$ cat config.mk
export PLATFORM = sky130hd
export DESIGN_NAME = umem_arbiter
export DESIGN_NICKNAME = d
export VERILOG_FILES = /design/src/rtl/umem_pkg.sv /design/src/rtl/umem_lat_cnt.sv /design/src/rtl/umem_arbiter.sv
export SDC_FILE = /design/constraint.sdc
export NUM_CORES = 1
export LEC_CHECK = 0
export BUFFER_PORTS_ARGS = -buffer_cell sky130_fd_sc_hd__buf_2
export CAP_MARGIN = 15
export CORE_AREA = 4 4 101 103
export DETAILED_ROUTE_END_ITERATION = 12
export DIE_AREA = 0 0 105 107
export PLACE_DENSITY = 0.74
export SLEW_MARGIN = 5
export SYNTH_ARGS = -nofsm -noshare
export SYNTH_HDL_FRONTEND = slang
export SYNTH_SLANG_ARGS = --single-unit
$ cat constraint.sdc
create_clock -name clk -period 1.9 [get_ports clk]
set_input_delay 0.19 -clock clk [delete_from_list [all_inputs] [get_ports clk]]
set_output_delay 0.19 -clock clk [all_outputs]
set_load 0.03 [all_outputs]
$ cat src/rtl/umem_pkg.sv
// rtl/umem_pkg.sv - shared types, default widths and counter sizing for the unified memory arbiter
package umem_pkg;

  localparam int UMEM_ADDR_W  = 32;
  localparam int UMEM_DATA_W  = 32;
  localparam int UMEM_MEM_LAT = 2;

  typedef enum logic [1:0] {
    IDLE,
    BUSY_I,
    BUSY_D
  } umem_state_t;

  typedef enum logic {
    GNT_I,
    GNT_D
  } umem_grant_t;

  // Counter must hold the value lat itself, never less than one bit wide.
  function automatic int cnt_width(input int lat);
    return (lat < 2) ? 1 : $clog2(lat + 1);
  endfunction

endpackage

$ cat src/rtl/umem_lat_cnt.sv
// rtl/umem_lat_cnt.sv - saturating 1..MEM_LAT access counter with load and done
module umem_lat_cnt
  import umem_pkg::*;
#(
  parameter int MEM_LAT = UMEM_MEM_LAT
) (
  input  logic clk,
  input  logic rst,
  input  logic load,
  input  logic en,
  output logic done
);

  localparam int               CNT_W = cnt_width(MEM_LAT);
  localparam logic [CNT_W-1:0] LAT   = CNT_W'(MEM_LAT);

  logic [CNT_W-1:0] cnt;

  // load wins over counting so a grant in the ack cycle restarts at 1.
  always_ff @(posedge clk) begin
    if (rst) begin
      cnt <= CNT_W'(1);
    end else if (load) begin
      cnt <= CNT_W'(1);
    end else if (en && (cnt < LAT)) begin
      cnt <= cnt + 1'b1;
    end
  end

  assign done = (cnt == LAT);

endmodule

$ cat src/rtl/umem_arbiter.sv
// rtl/umem_arbiter.sv - fetch/data arbiter and sequencer for a single fixed-latency unified memory
module umem_arbiter
  import umem_pkg::*;
#(
  parameter int ADDR_W  = UMEM_ADDR_W,
  parameter int DATA_W  = UMEM_DATA_W,
  parameter int MEM_LAT = UMEM_MEM_LAT
) (
  input  logic              clk,
  input  logic              rst,
  input  logic              if_req,
  input  logic [ADDR_W-1:0] if_addr,
  output logic [DATA_W-1:0] if_rdata,
  output logic              if_ack,
  input  logic              dm_req,
  input  logic              dm_we,
  input  logic [ADDR_W-1:0] dm_addr,
  input  logic [DATA_W-1:0] dm_wdata,
  output logic [DATA_W-1:0] dm_rdata,
  output logic              dm_ack,
  output logic              stall_if,
  output logic              stall_pipe,
  output logic              mem_en,
  output logic              mem_we,
  output logic [ADDR_W-1:0] mem_addr,
  output logic [DATA_W-1:0] mem_wdata,
  input  logic [DATA_W-1:0] mem_rdata
);

  umem_state_t       state;
  umem_grant_t       last_grant;
  logic [ADDR_W-1:0] lat_addr;
  logic              lat_we;
  logic [DATA_W-1:0] lat_wdata;

  logic busy;
  logic done;
  logic ack_i;
  logic ack_d;
  logic elig_i;
  logic elig_d;
  logic arb;
  logic grant_i;
  logic grant_d;

  assign busy  = (state != IDLE);
  assign ack_i = (state == BUSY_I) && done;
  assign ack_d = (state == BUSY_D) && done;

  // The port being acked sits out this arbitration, which gives the alternation.
  assign elig_i  = if_req && !ack_i;
  assign elig_d  = dm_req && !ack_d;
  assign arb     = !busy || done;
  assign grant_d = arb && elig_d && (!elig_i || (last_grant == GNT_I));
  assign grant_i = arb && elig_i && !grant_d;

  umem_lat_cnt #(
    .MEM_LAT(MEM_LAT)
  ) u_lat_cnt (
    .clk (clk),
    .rst (rst),
    .load(grant_i || grant_d),
    .en  (busy),
    .done(done)
  );

  always_ff @(posedge clk) begin
    if (rst) begin
      state      <= IDLE;
      last_grant <= GNT_I;
      lat_addr   <= '0;
      lat_we     <= 1'b0;
      lat_wdata  <= '0;
    end else if (grant_d) begin
      state      <= BUSY_D;
      last_grant <= GNT_D;
      lat_addr   <= dm_addr;
      lat_we     <= dm_we;
      lat_wdata  <= dm_wdata;
    end else if (grant_i) begin
      state      <= BUSY_I;
      last_grant <= GNT_I;
      lat_addr   <= if_addr;
      lat_we     <= 1'b0;
      lat_wdata  <= '0;
    end else if (arb) begin
      state <= IDLE;
    end
  end

  assign mem_en    = busy;
  assign mem_we    = busy && lat_we;
  assign mem_addr  = lat_addr;
  assign mem_wdata = lat_wdata;

  assign if_ack     = ack_i;
  assign dm_ack     = ack_d;
  assign if_rdata   = ack_i ? mem_rdata : '0;
  assign dm_rdata   = ack_d ? mem_rdata : '0;
  assign stall_if   = if_req && !ack_i;
  assign stall_pipe = dm_req && !ack_d;

  a_if_addr_stable : assert property (@(posedge clk) disable iff (rst)
    (state == BUSY_I) |-> (if_addr == lat_addr));

  a_dm_addr_stable : assert property (@(posedge clk) disable iff (rst)
    (state == BUSY_D) |-> (dm_addr == lat_addr));

endmodule

==> out/metrics.yaml <==
status: "finished, final reports clean"
wl_per_cell_um: 18.0
ant_nets: 0
path_class: "flip-flop to output pin"
synth_area_sq_um: 3320
ctsHtreeMaxLevel: 3
hold_path_class: "input port to flip-flop"
cts_hold_buf: 0
cts_buffers: 9
finalCritPeriodShare_pct: 99.0
drt_drc_violations_left: 0
hold_viol: 0
drive_above_1_share_pct: 55.6
min_period_ns: 1.88
fp.dieH_um: 107
worstMarginPinSlew_ns: 0.363
avgViaCountPerCell: 5.27
clk_pin_slew_ns: 0.08
ys_seq_area_share_pct: 42.2
ys_ff_latch: 70
total_power_uw: 4250
drtIter0Drc: 209
dieArea_sq_um: 11200
p_comb_share_pct: 30.0
reg2regPathDepth: 7
core_sq_um: 9200
crit_required_ns: 1.71
reg2reg_from: "u_lat_cnt.cnt[0]"
setup_viol: 0
synthTopCellsByArea: "dfxtp_1, and2_1, a22o_1"
p_leak_uw: 0.00277
crit_end: "if_rdata[23]"
rows: 35
max_slew_margin_pct: 75.8
fmax_ghz: 0.532
syn2layout_area_growth_pct: 64.2
grt_max_degree: 61
finalWeightedCongestion: 0.869
grt_overflow_total: 0
avgSynthCellArea_sq_um: 8.96
power_frac_seq_pct: 40.9
cts_root_buf: "clkbuf_8"
dp_hpwl_um: 9630
syn_inst: 371
sw_frac_of_total_pct: 35.3
yosysTopAreaCellShare_pct: 42.2
switchingPower_uw: 1500
worstSetupEndpointType: "output pin"
vias: 3947
r2r-end: "mem_addr[20]"
io_buffers: 266
yosys.area.top_type: "dfxtp_1"
slew_viol_final: 0
synthesis.nets: 505
maxCapViolCount: 0
cp_max_fo: 6
routed_wl_um: 13500
clk_latency_ns: 0.34
synth_warnings: 0
grt_pass1_vias: 3963
cts_max_path_buffers: 2
num_io_pins: 267
hold_slack_ns: 0.0563
grtUsageTotal_pct: 22.5
layout.nets: 764
startpoint: "u_lat_cnt.cnt[0]"
skew_ns: 0.0179
first_pass_iters: 4
ir_worst_vdd_mv: 0.388
initial_core_util_pct: 36.1
regToRegSetupSlack_ns: 0.13
grt_pass1_wl_um: 20500
arrival_ns: 1.69
start_kind: "flip-flop"
antenna_found_initial: 4
ys_types: 30
clock_sinks: 70
cts_tree: "yes"
internal_power_uw: 2750
min_from: "dm_wdata[9]"
rsz0062_at_grt: "yes"
cellPowerDensity_nw_per_um2: 778
pwr-share-clk_pct: 29.0
die_w_um: 105
fill_cells: 805
-- critical path: stages (launching register included) --
cell and delay, ns:
dfxtp_2 0.34, inv_2 0.05, ha_4 0.15, and3b_2 0.24
buf_8 0.15, clkbuf_16 0.16, and2_4 0.14, buf_6 0.13
-- stage by stage --
stage	utilization (%)	TNS [ns]	cells	cell area (sq um)	worst slack (ns)
floorplan	-	0	371	3320	0.0717
global placement	52.0	0	721	4780	0.219
detailed placement	52.0	0	721	4780	0.111
CTS	58.7	-0.192	745	5400	-0.0248
global route	59.3	-0.278	749	5460	-0.0259
finish	59.3	0	749	5460	0.0188
-- placed cells by master, fill, tap and decap left out, types with 2 or more instances in the layout --
cell / Yosys / layout
buf_6: 4 / 32
clkinv_4: 0 / 2
inv_1: 3 / 2
buf_2: 18 / 233
clkbuf_8: 0 / 10
buf_12: 0 / 6
dfxtp_1: 70 / 67
a22o_1: 33 / 33
nand2_1: 6 / 6
a311oi_1: 32 / 32
o211ai_1: 32 / 32
clkbuf_16: 0 / 2
inv_2: 1 / 2
and2_1: 65 / 33
nand3_1: 32 / 32
and2_4: 0 / 32
dfxtp_2: 0 / 3
nor2_1: 38 / 36
diode_2: 0 / 3
nor2_4: 1 / 2
a31oi_1: 2 / 2
buf_4: 2 / 14
a22oi_1: 2 / 2
-- logic make-up (layout without fill, tap and decap cells) --
group | Yosys count | count (layout) | share of synthesized area, %
buffers and inverters | 46 | 310 | 7.00
adders and majority gates | 1 | 1 | 0.376
AOI/OAI and AO/OA | 107 | 107 | 27.0
and+or+nand+nor | 146 | 146 | 23.2
other | 0 | 3 | 0
xor gates and xnor gates | 1 | 1 | 0.264
DFF | 70 | 70 | 42.2
-- power by group through the flow --
| stage | logic, uW | registers [uW] | clock network (uW) |
|---|---|---|---|
| floorplan | 515 | 2070 | 0 |
| global placement | 1240 | 1760 | 0 |
| detailed placement | 1270 | 1770 | 0 |
| CTS | 1280 | 1740 | 1270 |
| global route | 1380 | 1760 | 1330 |
| finish | 1280 | 1740 | 1230 |
-- how the worst min path moves through the flow --
stage | slack, ns | cells past startpoint | to
2_1_floorplan | 0.32 | 1 | mem_wdata[10]
3_3_place_gp | 0.40 | 2 | mem_wdata[27]
3_5_place_dp | 0.40 | 2 | mem_wdata[9]
4_1_cts | 0.04 | 2 | mem_wdata[10]
5_1_grt | 0.04 | 2 | mem_wdata[29]
6_report | 0.06 | 2 | mem_wdata[9]
-- state kept, by name (all words and copies together), names as in the netlist --
signal,cells
last_grant,1
u_lat_cnt.cnt,2
lat_we,1
state,2
mem_wdata,32
mem_addr,32
-- layer usage --
layer  vias up  routed length, um  track usage, %
li1       1880                  -               -
met1      1827               5030            26.6
met2       210               7080            38.8
met3        28               1080            5.48
met4         2                309            9.84
met5         -                  7               0
-- area by class of cell --
type	count	area [sq um]	share of cell area, %
Antenna cell	3	7.51	0.138
Clock buffer	10	138	2.52
Clock inverter	6	68.8	1.26
Inverter	4	15.0	0.275
Multi-Input combinational cell	255	1810	33.1
Sequential cell	70	1410	25.7
Tap cell	111	139	2.54
Timing Repair Buffer	290	1880	34.4
-- synthesized netlist by cell type, drive strengths merged --
library cell,number
dfxtp,70
and2,65
nor2,39
a22o,33
a311oi,32
nand3,32
o211ai,32
buf,26
clkbuf,16
nand2,7
inv,4
a22oi,3
a31oi,2
a21oi,1
a221o,1
and3b,1
ha,1
nor2b,1
nor3,1
o21a,1
o221ai,1
o22ai,1
xnor2,1
-- repair_timing --
item	in CTS	in global routing
cloned	3	2
buffers inserted	5	1
endpoints found under the setup margin	65	89
pin swaps	16	10
gates resized for setup	97	13
Power figures use the tool's default switching activity.
